File: config.mk
export PLATFORM = sky130hd
export DESIGN_NAME = seg_scan_driver_flat
export DESIGN_NICKNAME = d
export VERILOG_FILES = /design/src/rtl/seg_scan_driver_if.sv /design/src/rtl/seg_scan_driver.sv /design/src/flat_wrapper.sv
export SDC_FILE = /design/constraint.sdc
export NUM_CORES = 1
export LEC_CHECK = 0
export CORE_ASPECT_RATIO = 0.9
export CORE_MARGIN = 4
export CORE_UTILIZATION = 30
export DETAILED_ROUTE_END_ITERATION = 16
export HOLD_SLACK_MARGIN = 0.05
export SKIP_CTS_REPAIR_TIMING = 1
export SYNTH_ARGS = -nofsm -noshare
export SYNTH_HDL_FRONTEND = slang
export SYNTH_SLANG_ARGS = --single-unit
export TNS_END_PERCENT = 100
File: constraint.sdc
create_clock -name clk -period 6.7 [get_ports clk]
set_clock_uncertainty 0.05 [all_clocks]
set_input_delay 1.34 -clock clk [delete_from_list [all_inputs] [get_ports clk]]
set_output_delay 1.34 -clock clk [all_outputs]
set_load 0.01 [all_outputs]
File: src/rtl/seg_scan_driver_if.sv
// Bundles the display data/strobe inputs and the multiplexed LED outputs.
//   value    : four hex nibbles, value[3:0] is digit 0 (rightmost)
//   load     : capture strobe for value/dp_en
//   blank_lz : blank leading zeros when 1
//   dp_en    : decimal-point enable per digit
//   seg      : segment drive, active-low, seg[0]=a .. seg[6]=g
//   dp       : decimal-point drive, active-low
//   an       : digit enable, active-low
//   frame    : one-cycle pulse at the frame boundary
interface seg_scan_driver_if;
   logic [15:0] value;
   logic        load;
   logic        blank_lz;
   logic [3:0]  dp_en;
   logic [6:0]  seg;
   logic        dp;
   logic [3:0]  an;
   logic        frame;

   modport master (
      output value, load, blank_lz, dp_en,
      input  seg, dp, an, frame
   );

   modport slave (
      input  value, load, blank_lz, dp_en,
      output seg, dp, an, frame
   );
endinterface

File: src/rtl/seg_scan_driver.sv
// Four-digit multiplexed 7-segment scan driver with guard gaps and
// frame-synchronous display updates.
//   clk   : system clock, rising edge
//   reset : asynchronous active-high reset
//   bus   : seg_scan_driver_if.slave (data in, segment/anode/frame out)
//
// state   | meaning
// --------+--------------------------------------------------
// S_SHOW  | digit idx lit for DIV cycles
// S_GUARD | all digits off for GUARD cycles, then next digit
module seg_scan_driver #(
   parameter int unsigned DIV   = 1000,
   parameter int unsigned GUARD = 16
) (
   input  logic              clk,
   input  logic              reset,
   seg_scan_driver_if.slave  bus
);

   typedef enum logic {S_SHOW = 1'b0, S_GUARD = 1'b1} state_t;

   localparam logic [15:0] DIV_LAST   = 16'(DIV - 1);
   localparam logic [15:0] GUARD_LAST = 16'(GUARD - 1);

   state_t      state_q, state_d;
   logic [1:0]  idx_q, idx_d;
   logic [15:0] cnt_q, cnt_d;
   // run_q holds the scan for the first edge after reset so that edge
   // starts SHOW of digit 0 rather than advancing through it.
   logic        run_q;
   logic        wrap;
   // {dp_en, value}
   logic [19:0] shadow_q, disp_q;

   logic [6:0]  seg_q, seg_d;
   logic        dp_q, dp_d;
   logic [3:0]  an_q, an_d;
   logic        frame_q;

   logic [3:0]  nib;
   logic        hi_zero;

   function automatic logic [6:0] hex7(input logic [3:0] n);
      case (n)
         4'h0: hex7 = 7'h3F;
         4'h1: hex7 = 7'h06;
         4'h2: hex7 = 7'h5B;
         4'h3: hex7 = 7'h4F;
         4'h4: hex7 = 7'h66;
         4'h5: hex7 = 7'h6D;
         4'h6: hex7 = 7'h7D;
         4'h7: hex7 = 7'h07;
         4'h8: hex7 = 7'h7F;
         4'h9: hex7 = 7'h6F;
         4'hA: hex7 = 7'h77;
         4'hB: hex7 = 7'h7C;
         4'hC: hex7 = 7'h39;
         4'hD: hex7 = 7'h5E;
         4'hE: hex7 = 7'h79;
         default: hex7 = 7'h71;
      endcase
   endfunction

   always_comb begin
      state_d = state_q;
      idx_d   = idx_q;
      cnt_d   = cnt_q;
      wrap    = 1'b0;
      if (run_q) begin
         case (state_q)
            S_SHOW: begin
               if (cnt_q == DIV_LAST) begin
                  state_d = S_GUARD;
                  cnt_d   = 16'd0;
               end else begin
                  cnt_d = cnt_q + 16'd1;
               end
            end
            default: begin
               if (cnt_q == GUARD_LAST) begin
                  state_d = S_SHOW;
                  cnt_d   = 16'd0;
                  idx_d   = idx_q + 2'd1;
                  wrap    = (idx_q == 2'd3);
               end else begin
                  cnt_d = cnt_q + 16'd1;
               end
            end
         endcase
      end
   end

   // Pin decode from the current state; registered below for one-cycle latency.
   always_comb begin
      nib = disp_q[4*idx_q +: 4];
      case (idx_q)
         2'd3:    hi_zero = (disp_q[15:12] == 4'h0);
         2'd2:    hi_zero = (disp_q[15:8]  == 8'h00);
         2'd1:    hi_zero = (disp_q[15:4]  == 12'h000);
         default: hi_zero = 1'b0;
      endcase
      an_d  = 4'b1111;
      seg_d = 7'h7F;
      dp_d  = 1'b1;
      if (run_q && state_q == S_SHOW) begin
         an_d  = ~(4'b0001 << idx_q);
         seg_d = (bus.blank_lz && hi_zero) ? 7'h7F : ~hex7(nib);
         dp_d  = ~disp_q[16 + 32'(idx_q)];
      end
   end

   always_ff @(posedge clk or posedge reset) begin
      if (reset) begin
         state_q  <= S_SHOW;
         idx_q    <= 2'd0;
         cnt_q    <= 16'd0;
         run_q    <= 1'b0;
         shadow_q <= 20'd0;
         disp_q   <= 20'd0;
         an_q     <= 4'b1111;
         seg_q    <= 7'h7F;
         dp_q     <= 1'b1;
         frame_q  <= 1'b0;
      end else begin
         state_q <= state_d;
         idx_q   <= idx_d;
         cnt_q   <= cnt_d;
         run_q   <= 1'b1;
         // Display takes the pre-edge shadow, so a coincident load lands next frame.
         if (wrap)
            disp_q <= shadow_q;
         if (bus.load)
            shadow_q <= {bus.dp_en, bus.value};
         an_q    <= an_d;
         seg_q   <= seg_d;
         dp_q    <= dp_d;
         frame_q <= wrap;
      end
   end

   assign bus.an    = an_q;
   assign bus.seg   = seg_q;
   assign bus.dp    = dp_q;
   assign bus.frame = frame_q;

endmodule

File: src/flat_wrapper.sv
// flat-port wrapper written by rule: the top's interface ports become plain ports
module seg_scan_driver_flat 
#(
   parameter int unsigned DIV   = 1000,
   parameter int unsigned GUARD = 16
)
  (clk, reset, bus_value, bus_load, bus_blank_lz, bus_dp_en, bus_seg, bus_dp, bus_an, bus_frame);
  seg_scan_driver_if bus_i ();
  input  logic clk;
  input  logic reset;
  input wire logic [$bits(bus_i.value)-1:0] bus_value;
  input wire logic [$bits(bus_i.load)-1:0] bus_load;
  input wire logic [$bits(bus_i.blank_lz)-1:0] bus_blank_lz;
  input wire logic [$bits(bus_i.dp_en)-1:0] bus_dp_en;
  output wire logic [$bits(bus_i.seg)-1:0] bus_seg;
  output wire logic [$bits(bus_i.dp)-1:0] bus_dp;
  output wire logic [$bits(bus_i.an)-1:0] bus_an;
  output wire logic [$bits(bus_i.frame)-1:0] bus_frame;
  assign bus_i.value = bus_value;
  assign bus_i.load = bus_load;
  assign bus_i.blank_lz = bus_blank_lz;
  assign bus_i.dp_en = bus_dp_en;
  assign bus_seg = bus_i.seg;
  assign bus_dp = bus_i.dp;
  assign bus_an = bus_i.an;
  assign bus_frame = bus_i.frame;
  seg_scan_driver #(.DIV(DIV), .GUARD(GUARD)) u_core (.clk(clk), .reset(reset), .bus(bus_i));
endmodule
==> flow_summary.json, run 1 <==
{
  "crit_fanout": 1,
  "final_cell_mix": "61 x dfrtp_1, 41 x mux2_2, 36 x clkdlybuf4s50_1, 28 x nand2_1, 16 x nor2_1",
  "cpMaxStageDelayCell": "clkdlybuf4s50_1",
  "antenna_cells": 0,
  "seq_power_share": 0.469,
  "synth_top_cell_by_area": "dfrtp_1",
  "peakVddDrop_v": 0.0001057,
  "wl_per_cell_microns": 13.40,
  "cts_tree": "built",
  "leakagePower_nw": 1.810,
  "drive_gt1_frac": 0.2477,
  "synth_nets": 318,
  "dieArea_sq_um": 13110,
  "vias": 2186,
  "syn_to_final_growth_pct": 23.91,
  "wl_microns": 6419,
  "cp_top_family": "buffers and inverters",
  "grt_pass1_vias": 2252,
  "holdCritPathClass": "flip-flop to flip-flop",
  "start_util": 0.3107,
  "ys_seq_area_frac": 0.5416,
  "relSlewSlack": 0.3724,
  "pwr-share-clk": 0.445,
  "fin_nets": 357,
  "grt_pass1_wl_microns": 11190,
  "syn-instance-count": 283,
  "postLayoutCoreUtil": 0.3850,
  "status": "completed",
  "synth_top_area_frac": 0.4489,
  "numCtsBuffers": 9,
  "drc_errors": 0,
  "port_buffers": 36,
  "track_usage": 0.1089,
  "setup_violations": 0,
  "root_buffer": "clkbuf_16",
  "worstSetupStartpointType": "flip-flop",
  "die_y_microns": 109.0,
  "crit_type": "flip-flop to output port",
  "max-cap-violations": 0,
  "core_sq_um": 10950,
  "tightest_slew_ns": 0.9384,
  "p_sw_mw": 0.2581,
  "path_cells": "clkdlybuf4s50_1",
  "final.setup.tns_ns": 0,
  "drt_iter0_markers": 103,
  "p_int_mw": 0.8088,
  "worstPathArrival_ns": 1.37,
  "yosysUniqueCellTypes": 46,
  "cp.buffers_inverters": 1,
  "fin_crit_sh": 0.4126,
  "postRouteAntennaNets": 0,
  "period_needed_ns": 2.765,
  "die_x_microns": 120.2,
  "rsz0062_at_grt": "false",
  "p_per_area_nw_per_um2": 253.2,
  "htree_levels": 3,
  "whs_ns": 0.4167,
  "netlist_area_sq_um": 3401,
  "syn_avg_cell_area_sq_um": 12.02,
  "clock_path_buffers": 2,
  "row_count": 36,
  "place.gp.congestion": 0.8310,
  "slowest_delay_ns": 0.53,
  "p_sw_frac": 0.2419,
  "synth-async-reset-ratio": 1.000,
  "place.detailed.hpwl_microns": 4513,
  "gr-total-overflow": 0,
  "final_common_cell": "dfrtp_1",
  "fmax_ghz": 0.3617,
  "dr.pass1.iters": 4,
  "antenna_found_initial": 0,
  "crit_required_ns": 5.31,
  "cp-end-kind": "output port",
  "synthTopCellsByArea": "dfrtp_1 45%, mux2_2 14%, dfstp_2 9.3%",
  "slew_violations": 0,
  "synth_edf_count": 0,
  "synth_seq_cells": 73,
  "ys.flop_type": "dfrtp_1",
  "io_pins": 37,
  "clkSinkCount": 73,
  "hold_viol_final": 0,
  "yosys_warnings": 0,
  "pwr-share-comb": 0.086,
  "clkTransAtPathRegs_ns": 0.06,
  "post_drt_via_cell_ratio": 4.564,
  "insertion_delay_ns": 0.33,
  "grt_max_degree": 74
}
cells in the mapped netlist, drive strengths merged (2+ instances only):
cell type	number
o22ai	2
nor2	17
or4	3
nand3	7
nor3	6
inv	15
ha	11
a21oi	9
o21ai	6
xnor2	10
nor4	4
nand4	4
mux2	41
and3	2
mux2i	5
a211oi	3
dfrtp	61
buf	6
dfstp	12
or3	2
xor2	5
o211ai	2
nor3b	2
nand2	28
o221ai	2
clkbuf	3
mux4	3
kinds of logic after synthesis:
group | count (synthesis) | synth area share
AOI/OAI and AO/OA | 31 | 0.06145
xor gates and xnor gates | 15 | 0.03863
adders and majority gates | 11 | 0.04047
buffers and inverters | 24 | 0.02870
DFF | 73 | 0.5416
muxes | 49 | 0.1703
other | 1 | 0.001103
and+or+nand+nor | 79 | 0.1177
layout make-up:
type,count,area [sq um]
clock buffer,10,229.0
tap,152,190.2
clock inverter,6,67.56
inverter,15,56.30
sequential,73,1842
multi-input combinational,186,1461
timing repair buffer,37,367.9
fill,1094,6731
final timing paths:
kind                                        to  slack (ns)             start  cells past startpoint
setup / recovery                        bus_dp        3.94     u_core.bus.dp                      1
hold / removal                u_core.cnt_q[15]        0.42  u_core.cnt_q[15]                      1
setup reg to reg              u_core.disp_q[0]        4.31  u_core.cnt_q[12]                      5
hold reg to reg               u_core.cnt_q[15]        0.42  u_core.cnt_q[15]                      1
max in group asynchronous  u_core.shadow_q[12]        4.47             reset                      3
min in group asynchronous     u_core.cnt_q[15]        1.56             reset                      3
state kept, by name, indices dropped and copies added, names as in the netlist:
register	count
u_core.idx_q	2
u_core.disp_q	20
u_core.bus.an	4
u_core.state_q	1
u_core.bus.frame	1
u_core.shadow_q	20
u_core.cnt_q	16
u_core.bus.dp	1
u_core.run_q	1
u_core.bus.seg	7
power by group through the flow:
stage / Clock (mW) / Combinational (mW) / Sequential, mW
after global routing: 0.507 / 0.105 / 0.505
after CTS: 0.487 / 0.0937 / 0.501
final: 0.475 / 0.0917 / 0.500
after global placement: 0 / 0.0903 / 0.507
after detailed placement: 0 / 0.0930 / 0.508
after floorplan: 0 / 0.0620 / 0.501
routing by layer:
layer,track usage,share of wire
met1,0.1501,0.49
met2,0.1613,0.44
met3,0.02853,0.044
met4,0.04935,0.022
met5,0,0
stage by stage:
| step | setup slack (ns) | instance area (sq um) | total power [mW] | cells |
|---|---|---|---|---|
| floorplan | 3.477 | 3401 | 0.5627 | 283 |
| global placement | 3.718 | 3918 | 0.5974 | 463 |
| detailed placement | 3.631 | 3918 | 0.6011 | 463 |
| CTS | 3.910 | 4214 | 1.082 | 479 |
| global route | 3.892 | 4214 | 1.117 | 479 |
| finish | 3.935 | 4214 | 1.067 | 479 |
Power figures use the tool's default switching activity.
==> run 2: changes to the inputs <==
==> constraint.sdc (replaced) <==
create_clock -name clk -period 2.6 [get_ports clk]
set_clock_uncertainty 0.05 [all_clocks]
set_input_delay 0.52 -clock clk [delete_from_list [all_inputs] [get_ports clk]]
set_output_delay 0.52 -clock clk [all_outputs]
set_load 0.01 [all_outputs]
==> run 2 against run 1 <==
Net effect:
- combinational power grew to 2.7 times the previous value
- wire length grew 3.9%
- total power grew to 2.8 times the previous value
- utilization grew 0.88 points
- sequential power grew to 2.6 times the previous value
- critical endpoint is now u_core.cnt_q[1]
==> flow_summary.json, run 2 (same netlist as run 1, synthesis figures left out) <==
{
  "status": "completed",
  "syn_to_final_growth_pct": 26.75,
  "grt_max_degree": 39,
  "core_sq_um": 10950,
  "max-cap-violations": 0,
  "path_cells": "ha_1, inv_1, or4_2, o41ai_1, o22ai_1",
  "final.setup.tns_ns": 0,
  "final_cell_mix": "61 x dfrtp_1, 41 x mux2_2, 36 x clkdlybuf4s50_1, 28 x nand2_1, 16 x nor2_1",
  "cts_tree": "built",
  "clkTransAtPathRegs_ns": 0.06,
  "seq_power_share": 0.428,
  "p_int_mw": 2.373,
  "r2r-end": "u_core.cnt_q[1]",
  "fin_crit_sh": 0.8495,
  "grt_pass1_vias": 2291,
  "dieArea_sq_um": 13110,
  "row_count": 36,
  "final_common_cell": "dfrtp_1",
  "cp-end-kind": "flip-flop",
  "vias": 2223,
  "whs_ns": 0.4224,
  "p_per_area_nw_per_um2": 700.9,
  "grt_busiest_layer": "met2",
  "hold_viol_final": 0,
  "hp-start": "u_core.cnt_q[15]",
  "wl_microns": 6667,
  "port_buffers": 36,
  "period_needed_ns": 2.209,
  "worstPathArrival_ns": 2.33,
  "relSlewSlack": 0.5678,
  "crit_fanout": 4,
  "n_fill_cell": 1056,
  "track_usage": 0.1108,
  "slew_violations": 0,
  "postRouteAntennaNets": 0,
  "drt_iter0_markers": 110,
  "die_x_microns": 120.2,
  "place.gp.congestion": 0.8411,
  "rsz0062_at_grt": "false",
  "timing.rr.start": "u_core.cnt_q[1]",
  "gr-total-overflow": 0,
  "peakVddDrop_v": 0.0003813,
  "die_y_microns": 109.0,
  "hold_end": "u_core.cnt_q[15]",
  "holdCritPathClass": "flip-flop to flip-flop",
  "pwr-share-clk": 0.490,
  "p_sw_mw": 0.6481,
  "htree_levels": 3,
  "cpMaxStageDelayCell": "or4_2",
  "wl_per_cell_microns": 13.86,
  "grtUsageMet3": 0.02334,
  "grt_pass1_wl_microns": 11640,
  "post_drt_via_cell_ratio": 4.622,
  "slowest_delay_ns": 0.64,
  "crit_required_ns": 2.72,
  "drive_gt1_frac": 0.2523,
  "place.detailed.hpwl_microns": 4860,
  "hold_depth": 1,
  "io_pins": 37,
  "fmax_ghz": 0.4527,
  "setup_violations": 0,
  "antenna_found_initial": 0,
  "leakagePower_nw": 1.862,
  "numCtsBuffers": 9,
  "p_sw_frac": 0.2145,
  "insertion_delay_ns": 0.33,
  "top_regs": "u_core.disp_q (20), u_core.shadow_q (20), u_core.cnt_q (16)",
  "clkSinkCount": 73,
  "globalRouteMet1Util": 0.1543,
  "drc_errors": 0,
  "dr.pass1.iters": 5,
  "antenna_cells": 0,
  "root_buffer": "clkbuf_16",
  "met2_usage": 0.1701,
  "regToRegSetupSlack_ns": 0.39,
  "clock_path_buffers": 2,
  "crit_type": "flip-flop to flip-flop",
  "fin_nets": 360,
  "pwr-share-comb": 0.083,
  "tightest_slew_ns": 0.6302,
  "start_util": 0.3107,
  "rr_worst_depth": 5,
  "worstSetupStartpointType": "flip-flop"
}
-- run 2: cell types whose count changed in the layout (fill, tap and decap cells not counted) --
cell        before  now
buf_12           0    1
buf_4            1    3
bufinv_16        1    4
clkinv_2         1    0
clkinvlp_4       2    0
inv_6            1    0
-- run 2: power groups by stage --
stage	sequential (mW)	combinational, mW	clock, mW
final	1.29	0.250	1.48
after global routing	1.31	0.282	1.57
after CTS	1.29	0.255	1.50
after detailed placement	1.31	0.248	0
after global placement	1.30	0.239	0
after floorplan	1.29	0.160	0
-- run 2: metal layers --
layer  wire length (microns)  share of wire
met1                    3395           0.51
met2                    2998           0.45
met3                     188          0.028
met4                      85          0.013
met5                       0              0
-- run 2: critical path: cells and delay by family, from the launching register on --
family                   cells  cell delay, ns
adder cells (fa/ha/maj)      1            0.24
AND/OR/NAND/NOR              1            0.64
buffers and inverters        1            0.07
flip-flops                   1            0.40
AO/OA/AOI/OAI                2            0.65
-- run 2: worst max path at each step --
stage                    start                 to  slack [ns]
6_report       u_core.cnt_q[1]    u_core.cnt_q[1]        0.39
2_1_floorplan            reset   u_core.bus.frame        0.20
3_5_place_dp   u_core.idx_q[1]  u_core.bus.seg[0]        0.48
5_1_grt        u_core.cnt_q[1]    u_core.cnt_q[1]        0.27
3_3_place_gp   u_core.idx_q[1]  u_core.bus.seg[0]        0.54
4_1_cts        u_core.cnt_q[1]    u_core.cnt_q[1]        0.35
-- run 2: area by class of cell --
type,instances,area (sq um),area share
tap,152,190.2,0.04412
inverter,15,56.30,0.01306
multi-input combinational,186,1461,0.3390
clock inverter,5,128.9,0.02990
clock buffer,10,229.0,0.05312
sequential,73,1842,0.4273
timing repair buffer,40,402.9,0.09347
-- run 2: per-stage QoR --
step	power, mW	cells	instance area, sq um	worst slack, ns	util
final	3.021	481	4310	0.3913	0.3938
after global routing	3.161	481	4310	0.2740	0.3938
after CTS	3.050	481	4310	0.3539	0.3938
after detailed placement	1.558	466	3953	0.4778	0.3611
after global placement	1.543	466	3953	0.5432	0.3611
after floorplan	1.450	283	3401	0.1966	-
